[src/rtl/greenrisc_pkg.sv]
// Shared types and constants for the greenrisc instruction-memory loader.
// Imported by the loader top, its word buffer and its bus interface.
package greenrisc_pkg;

  typedef enum logic [1:0] {
    IDLE,
    ACCUM,
    DRAIN
  } loader_state_t;

  localparam int BYTES_PER_WORD = 4;
  localparam int LANE_W = $clog2(BYTES_PER_WORD);

endpackage

[src/rtl/imem_flash_loader_if.sv]
// Programming-byte input and imem word-write bus of the flash loader.
// master drives bytes and receives writes; slave is the loader.
interface imem_flash_loader_if #(
  parameter int ADDR_W = 14
);

  logic              flash;
  logic [7:0]        data;
  logic [ADDR_W-1:0] addr;
  logic              imem_we;
  logic [ADDR_W-3:0] imem_waddr;
  logic [31:0]       imem_wdata;
  logic [3:0]        imem_wstrb;

  modport master (
    output flash, data, addr,
    input  imem_we, imem_waddr,
    input  imem_wdata, imem_wstrb
  );

  modport slave (
    input  flash, data, addr,
    output imem_we, imem_waddr,
    output imem_wdata, imem_wstrb
  );

endinterface

[src/rtl/imem_wordbuf.sv]
// Byte-lane merge register: one partial 32-bit word, its lane mask and
// word address. o_mdata/o_full preview the word with the incoming byte.
module imem_wordbuf
  import greenrisc_pkg::*;
#(
  parameter int WA_W = 12
) (
  input  logic                      clk,
  input  logic                      reset,
  input  logic                      i_load,
  input  logic                      i_merge,
  input  logic                      i_clear,
  input  logic [LANE_W-1:0]         i_lane,
  input  logic [7:0]                i_byte,
  input  logic [WA_W-1:0]           i_waddr,
  output logic [31:0]               o_data,
  output logic [BYTES_PER_WORD-1:0] o_mask,
  output logic [WA_W-1:0]           o_waddr,
  output logic [31:0]               o_mdata,
  output logic                      o_full
);

  logic [31:0]               r_data;
  logic [BYTES_PER_WORD-1:0] r_mask;
  logic [WA_W-1:0]           r_waddr;
  logic [31:0]               w_ldata;
  logic [BYTES_PER_WORD-1:0] w_lmask;
  logic [31:0]               w_mdata;
  logic [BYTES_PER_WORD-1:0] w_mmask;

  always_comb begin
    w_ldata = '0;
    w_lmask = '0;
    w_mdata = r_data;
    w_mmask = r_mask;
    w_ldata[8*i_lane +: 8] = i_byte;
    w_lmask[i_lane] = 1'b1;
    w_mdata[8*i_lane +: 8] = i_byte;
    w_mmask[i_lane] = 1'b1;
  end

  // clear beats load beats merge: a completed word empties the buffer
  always_ff @(posedge clk or negedge reset) begin
    if (!reset) begin
      r_data  <= '0;
      r_mask  <= '0;
      r_waddr <= '0;
    end else if (i_clear) begin
      r_data  <= '0;
      r_mask  <= '0;
    end else if (i_load) begin
      r_data  <= w_ldata;
      r_mask  <= w_lmask;
      r_waddr <= i_waddr;
    end else if (i_merge) begin
      r_data  <= w_mdata;
      r_mask  <= w_mmask;
      r_waddr <= i_waddr;
    end
  end

  assign o_data  = r_data;
  assign o_mask  = r_mask;
  assign o_waddr = r_waddr;
  assign o_mdata = w_mdata;
  assign o_full  = &w_mmask;

endmodule

[src/rtl/imem_flash_loader.sv]
// Packs flash programming bytes into imem word writes and holds the core.
// Define LOADER_CKSUM_EN to build the running 16-bit byte checksum.
module imem_flash_loader
  import greenrisc_pkg::*;
#(
  parameter int ADDR_W      = 14,
  parameter int TIMEOUT     = 16,
  parameter int HOLD_CYCLES = 4
) (
  input  logic                 clk,
  input  logic                 reset,
  imem_flash_loader_if.slave   bus,
  output logic                 core_hold,
  output logic                 busy,
  output logic [15:0]          cksum
);

  localparam int WA_W  = ADDR_W - 2;
  localparam int CMAX  = (TIMEOUT > HOLD_CYCLES) ? TIMEOUT : HOLD_CYCLES;
  localparam int CNT_W = $clog2(CMAX + 1);

  loader_state_t             r_state;
  logic [CNT_W-1:0]          r_cnt;
  logic                      r_we;
  logic [WA_W-1:0]           r_waddr;
  logic [31:0]               r_wdata;
  logic [3:0]                r_wstrb;
  logic                      r_hold;
  logic                      r_busy;

  logic [WA_W-1:0]           w_wa;
  logic [LANE_W-1:0]         w_lane;
  logic [31:0]               w_bdata;
  logic [BYTES_PER_WORD-1:0] w_bmask;
  logic [WA_W-1:0]           w_bwa;
  logic [31:0]               w_mdata;
  logic                      w_full;
  logic                      w_evict;
  logic                      w_load;
  logic                      w_merge;
  logic                      w_clear;
  logic                      w_tmo;
  logic                      w_hend;

  assign w_wa    = bus.addr[ADDR_W-1:2];
  assign w_lane  = bus.addr[LANE_W-1:0];
  assign w_tmo   = (r_cnt == CNT_W'(TIMEOUT - 1));
  assign w_hend  = (r_cnt == CNT_W'(HOLD_CYCLES - 1));
  assign w_evict = bus.flash && (r_state == ACCUM)
                && (|w_bmask) && (w_bwa != w_wa);
  assign w_load  = bus.flash && ((r_state != ACCUM) || w_evict);
  assign w_merge = bus.flash && (r_state == ACCUM) && !w_evict;
  assign w_clear = (w_merge && w_full)
                || ((r_state == ACCUM) && !bus.flash && w_tmo);

  imem_wordbuf #(
    .WA_W (WA_W)
  ) u_buf (
    .clk     (clk),
    .reset   (reset),
    .i_load  (w_load),
    .i_merge (w_merge),
    .i_clear (w_clear),
    .i_lane  (w_lane),
    .i_byte  (bus.data),
    .i_waddr (w_wa),
    .o_data  (w_bdata),
    .o_mask  (w_bmask),
    .o_waddr (w_bwa),
    .o_mdata (w_mdata),
    .o_full  (w_full)
  );

  always_ff @(posedge clk or negedge reset) begin
    if (!reset) begin
      r_state <= IDLE;
      r_cnt   <= '0;
      r_we    <= 1'b0;
      r_waddr <= '0;
      r_wdata <= '0;
      r_wstrb <= '0;
      r_hold  <= 1'b0;
      r_busy  <= 1'b0;
    end else begin
      r_we <= 1'b0;
      unique case (r_state)
        IDLE: begin
          if (bus.flash) begin
            r_state <= ACCUM;
            r_cnt   <= '0;
            r_hold  <= 1'b1;
            r_busy  <= 1'b1;
          end
        end
        ACCUM: begin
          // an arriving byte always beats the idle timeout
          if (bus.flash) begin
            r_cnt <= '0;
            if (w_evict) begin
              r_we    <= 1'b1;
              r_waddr <= w_bwa;
              r_wdata <= w_bdata;
              r_wstrb <= w_bmask;
            end else if (w_full) begin
              r_we    <= 1'b1;
              r_waddr <= w_wa;
              r_wdata <= w_mdata;
              r_wstrb <= 4'hF;
            end
          end else if (w_tmo) begin
            if (|w_bmask) begin
              r_we    <= 1'b1;
              r_waddr <= w_bwa;
              r_wdata <= w_bdata;
              r_wstrb <= w_bmask;
            end
            r_state <= DRAIN;
            r_cnt   <= '0;
          end else begin
            r_cnt <= r_cnt + 1'b1;
          end
        end
        DRAIN: begin
          if (bus.flash) begin
            r_state <= ACCUM;
            r_cnt   <= '0;
          end else if (w_hend) begin
            r_state <= IDLE;
            r_cnt   <= '0;
            r_hold  <= 1'b0;
            r_busy  <= 1'b0;
          end else begin
            r_cnt <= r_cnt + 1'b1;
          end
        end
        default: r_state <= IDLE;
      endcase
    end
  end

`ifdef LOADER_CKSUM_EN
  logic [15:0] r_cksum;

  // a fresh session restarts the sum at its first byte
  always_ff @(posedge clk or negedge reset) begin
    if (!reset) begin
      r_cksum <= '0;
    end else if (bus.flash) begin
      if (r_state == IDLE) r_cksum <= {8'h00, bus.data};
      else r_cksum <= r_cksum + {8'h00, bus.data};
    end
  end

  assign cksum = r_cksum;
`else
  assign cksum = 16'h0000;
`endif

  assign bus.imem_we    = r_we;
  assign bus.imem_waddr = r_waddr;
  assign bus.imem_wdata = r_wdata;
  assign bus.imem_wstrb = r_wstrb;
  assign core_hold      = r_hold;
  assign busy           = r_busy;

endmodule

[src/flat_wrapper.sv]
// flat-port wrapper written by rule: the top's interface ports become plain ports
module imem_flash_loader_flat import greenrisc_pkg::*;
#(
  parameter int ADDR_W      = 14,
  parameter int TIMEOUT     = 16,
  parameter int HOLD_CYCLES = 4
)
  (clk, reset, core_hold, busy, cksum, bus_flash, bus_data, bus_addr, bus_imem_we, bus_imem_waddr, bus_imem_wdata, bus_imem_wstrb);
  imem_flash_loader_if #(.ADDR_W(ADDR_W)) bus_i ();
  input  logic clk;
  input  logic reset;
  output logic core_hold;
  output logic busy;
  output logic [15:0] cksum;
  input wire logic [$bits(bus_i.flash)-1:0] bus_flash;
  input wire logic [$bits(bus_i.data)-1:0] bus_data;
  input wire logic [$bits(bus_i.addr)-1:0] bus_addr;
  output wire logic [$bits(bus_i.imem_we)-1:0] bus_imem_we;
  output wire logic [$bits(bus_i.imem_waddr)-1:0] bus_imem_waddr;
  output wire logic [$bits(bus_i.imem_wdata)-1:0] bus_imem_wdata;
  output wire logic [$bits(bus_i.imem_wstrb)-1:0] bus_imem_wstrb;
  assign bus_i.flash = bus_flash;
  assign bus_i.data = bus_data;
  assign bus_i.addr = bus_addr;
  assign bus_imem_we = bus_i.imem_we;
  assign bus_imem_waddr = bus_i.imem_waddr;
  assign bus_imem_wdata = bus_i.imem_wdata;
  assign bus_imem_wstrb = bus_i.imem_wstrb;
  imem_flash_loader #(.ADDR_W(ADDR_W), .TIMEOUT(TIMEOUT), .HOLD_CYCLES(HOLD_CYCLES)) u_core (.clk(clk), .reset(reset), .bus(bus_i), .core_hold(core_hold), .busy(busy), .cksum(cksum));
endmodule
[config.mk]
export PLATFORM = sky130hd
export DESIGN_NAME = imem_flash_loader_flat
export DESIGN_NICKNAME = d
export VERILOG_FILES = /design/src/rtl/greenrisc_pkg.sv /design/src/rtl/imem_flash_loader_if.sv /design/src/rtl/imem_wordbuf.sv /design/src/rtl/imem_flash_loader.sv /design/src/flat_wrapper.sv
export SDC_FILE = /design/constraint.sdc
export NUM_CORES = 1
export LEC_CHECK = 0
export CAP_MARGIN = 20
export CORE_ASPECT_RATIO = 1.1
export CORE_MARGIN = 4
export CORE_UTILIZATION = 50
export CTS_BUF_LIST = sky130_fd_sc_hd__clkbuf_8
export DETAILED_ROUTE_END_ITERATION = 8
export DONT_BUFFER_PORTS = 1
export GPL_ROUTABILITY_DRIVEN = 0
export PLACE_DENSITY = 0.69
export SLEW_MARGIN = 20
export SYNTH_ARGS = -nofsm -noshare
export SYNTH_HDL_FRONTEND = slang
export SYNTH_HIERARCHICAL = 1
export SYNTH_SLANG_ARGS = --single-unit
[constraint.sdc]
create_clock -name clk -period 7.32 [get_ports clk]
set_clock_uncertainty 0.2 [all_clocks]
set_input_delay 1.464 -clock clk [delete_from_list [all_inputs] [get_ports clk]]
set_output_delay 1.464 -clock clk [all_outputs]
set_load 0.05 [all_outputs]
==> metrics.md <==
| Metric | Value |
|---|---|
| Status | `complete, no violations` |
| Die width | `113 um` |
| Crit path DAT | `~4.4 ns` |
| Final HPWL from detailed placement | `9.40 mm` |
| Hold Buf Count CTS | `0` |
| Fill count | `just over 1000` |
| Max_cap viols | `0` |
| CP required | `approximately 7.4 ns` |
| Synth async-reset ratio | `100%` |
| Post-synthesis sequential area ratio | `between 40% and 50%` |
| First-pass GRT wire length | `around 24 mm` |
| Worst hold margin | `between 0.3 and 0.4 ns` |
| Total Nets Final | `between 500 and 600` |
| Worst-Skew Late Latency | `0.37 ns` |
| Area Growth Syn to Fin | `1.57%` |
| Vias/cell | `6.40` |
| Delay-heaviest family, CP | `simple AND/OR/NAND/NOR gates` |
| Die H | `124 um` |
| Core ar. | `about 12000 um^2` |
| CTS tree | `done` |
| Ys Warns | `6` |
| CP peak stage delay | `0.77 ns` |
| Tmin final | `4.26 ns` |
| Number of setup buffers added after CTS | `0` |
| CTS HTree Levels | `3` |
| IO buf count | `0` |
| Maximum buffer depth of the clock tree | `2` |
| Worst Setup Start Kind | `primary input` |
| I/O pin count | `92` |
| Tcrit/Tclk final | `58.2%` |
| Final Hold Fails | `0` |
| 1st-iter DRT viols | `227` |
| Synth Flop Type | `dfrtp_1` |
| F_max | `around 0.23 GHz` |
| CTS Buf Count | `9` |
| Starting density of the core | `52.1%` |
| Cell variety after synth | `52` |
| Post-synth EDFFs | `0` |
| Vias in the first global route | `about 4500` |
| Multi-input gate area | `2860 um^2` |
| Layout cell share with drive strength beyond 1 | `16.0%` |
| Power Dens Cells | `398 nW/um^2` |
| CP endpoint kind | `flop` |
| Die Area | `14000 um^2` |
| Core Rows | `between 40 and 50` |
| Crit Path Class | `in -> reg` |
| Setup tns final | `0 ns` |
| Ant. Diodes | `0` |
| Pre-Repair DR Iteration Count | `5` |
| Synth Register Bits | `105` |
| CP max FO | `19` |
| Antenna viol nets, final | `0` |
| Final Setup Violations | `0` |
| Slowest stage cell, crit path | `o31ai_4` |
| Leakage | `roughly 2.7 nW` |
| Per-cell routed wire length | `20.7 um` |
| Total track usage | `21.0%` |
| Worst path bufs/invs | `0` |
| Mapped Cells | `574` |
| Tightest Hold Check Type | `reg -> reg` |
| Mapped cell area | `between 6000 and 7000 um^2` |
| Detailed-route DRC error count | `0` |
| Worst Tran Pin Value | `~1 ns` |
| Clk root buf | `clkbuf_8` |
| Peak VDD IR | `0.212 mV` |
| Initial antenna violation count | `0` |
| Slew headroom | `32.3%` |
| Pins Over Slew Limit | `0` |
| CTS resizes | `0` |
| Reg area | `approximately 2600 um^2` |
| Via count | `around 4400` |
| Avg Inst Size Synth | `10.6 um^2` |
| RSZ-0062 raised after global routing | `false` |
| Critical path cell sequence | `xnor2_1 -> nand4_1 -> o31ai_4 -> and3_1 -> o21bai_4 -> nor3_1 -> a22o_1` |
| Sinks on Clock Net | `105` |
| Largest net degree at the start of global routing | `approximately 110` |
| Total grt overflow | `0` |
| Clock slew at reported path FFs | `0.09 ns` |
| Aggregate routed wire length | `14.4 mm` |
final timing paths:
kind | start | to | slack (ns) | cells after the start
max | bus_addr[12] | u_core/u_buf/o_data[15]$_DFFE_PN0P_ | 3.06 | 7
min | u_core/u_buf/o_data[25]$_DFFE_PN0P_ | u_core/u_buf/o_data[25]$_DFFE_PN0P_ | 0.33 | 1
max reg2reg | u_core/r_cnt[0]$_DFFE_PN0P_ | u_core/bus.imem_wdata[29]$_DFFE_PN0P_ | 3.63 | 9
min reg2reg | u_core/u_buf/o_data[25]$_DFFE_PN0P_ | u_core/u_buf/o_data[25]$_DFFE_PN0P_ | 0.33 | 1
max in group asynchronous | reset | u_core/r_state[1]$_DFFE_PN0P_ | 6.16 | 0
min in group asynchronous | reset | u_core/bus.imem_wdata[7]$_DFFE_PN0P_ | 0.58 | 0
cells by family (layout without fill, tap and decap cells):
family / after synthesis / after routing / share of synthesized area (%)
AO/OA/AOI/OAI: 193 / 193 / 30.1
XOR/XNOR: 12 / 12 / 1.73
adder cells (fa/ha/maj): 16 / 16 / 3.30
buffers and inverters: 133 / 89 / 10.8
flip-flops: 105 / 105 / 43.3
multiplexers: 12 / 12 / 2.23
other: 1 / 16 / 0.0618
AND/OR/NAND/NOR: 102 / 102 / 8.42
routing by layer:
| layer | routed length, um | track usage [%] | up-vias |
|---|---|---|---|
| met4 | 87 | 5.11 | 0 |
| met2 | 7010 | 34.9 | 137 |
| met1 | 6220 | 27.9 | 2276 |
| met5 | 0 | 0 | - |
| met3 | 1070 | 5.04 | 8 |
| li1 | - | - | 2028 |
sequential cells by signal (all words and copies together) (netlist names):
| name | cells |
|---|---|
| u_core/r_cnt | 5 |
| u_core/u_buf/o_data | 32 |
| u_core/u_buf/o_mask | 4 |
| u_core/bus.imem_wstrb | 4 |
| u_core/bus.imem_waddr | 12 |
| u_core/bus.imem_wdata | 32 |
| u_core/r_state | 2 |
| u_core/busy | 1 |
| u_core/u_buf/o_waddr | 12 |
| u_core/bus.imem_we | 1 |
cell usage after synthesis (all sizes together) (2+ instances only):
master | instances | share of area [%]
a22o | 52 | 7.5
buf | 38 | 4.8
a221oi | 44 | 10
nand3 | 2 | 0.17
nand3b | 2 | 0.25
nand2b | 5 | 0.52
a2111oi | 44 | 6.4
nor4 | 2 | 0.31
xnor2 | 12 | 1.7
mux2 | 12 | 2.2
o21ai | 18 | 1.5
a21oi | 15 | 1.4
a21o | 4 | 0.50
nor2 | 51 | 3.2
clkbuf | 27 | 1.8
nor3 | 9 | 1.1
o32a | 4 | 0.66
nand2 | 17 | 1.1
o2bb2ai | 2 | 0.29
o22ai | 3 | 0.31
ha | 16 | 3.3
or2 | 2 | 0.21
dfrtp | 105 | 43
inv | 67 | 4.1
nand4 | 3 | 0.31
through the flow:
stage	instances	power (mW)	instance area [um^2]	utilization, %	worst slack (ns)
detailed placement	679	2.11	5970	51.2	2.70
global route	695	2.59	6160	52.9	2.87
finish	695	2.45	6160	52.9	3.06
global placement	679	2.08	5960	51.2	2.83
floorplan	589	1.98	6120	-	3.40
CTS	695	2.47	6160	52.9	3.08
final cells by class:
type / instances / share of cell area, %
inverters: 68 / 4.14
clock buffers: 13 / 2.90
multi-input cells: 351 / 46.4
clock inverters: 3 / 0.244
flip-flops and latches: 105 / 42.7
repair buffers: 5 / 0.609
well taps: 150 / 3.05
worst register-to-register path, cell delays in order (launching register included):
cell and delay, ns:
dfrtp_1 0.42, ha_1 0.25, nand3_1 0.12, inv_1 0.05, ha_1 0.22, a21oi_4 0.81, or2b_1 0.30, a31o_2 0.35
buf_4 0.58, a221oi_1 0.24
cells in the final DEF (no fill, tap or decap), types with 2 or more instances in the layout:
| master | count |
|---|---|
| nor3_1 | 7 |
| o32a_1 | 4 |
| a2111oi_0 | 44 |
| a221oi_2 | 40 |
| mux2_2 | 12 |
| xnor2_1 | 12 |
| buf_4 | 5 |
| a21oi_1 | 14 |
| o21ai_0 | 18 |
| nand3b_1 | 2 |
| ha_1 | 16 |
| nor2_1 | 50 |
| inv_1 | 68 |
| conb_1 | 16 |
| o2bb2ai_1 | 2 |
| a22o_1 | 52 |
| nand2b_1 | 5 |
| nor3_4 | 2 |
| a221oi_1 | 4 |
| a21o_1 | 4 |
| clkbuf_8 | 13 |
| o22ai_1 | 3 |
| nand4_1 | 3 |
| nand3_1 | 2 |
| or2_2 | 2 |
| nand2_1 | 17 |
| dfrtp_1 | 105 |
power breakdown:
group          switching, mW  internal, mW  total [mW]
combinational          0.405         0.302       0.707
sequential             0.642         0.750        1.39
clock                  0.192         0.159       0.352
total                   1.24          1.21        2.45
Note: power is estimated with default switching activity, not from simulation.
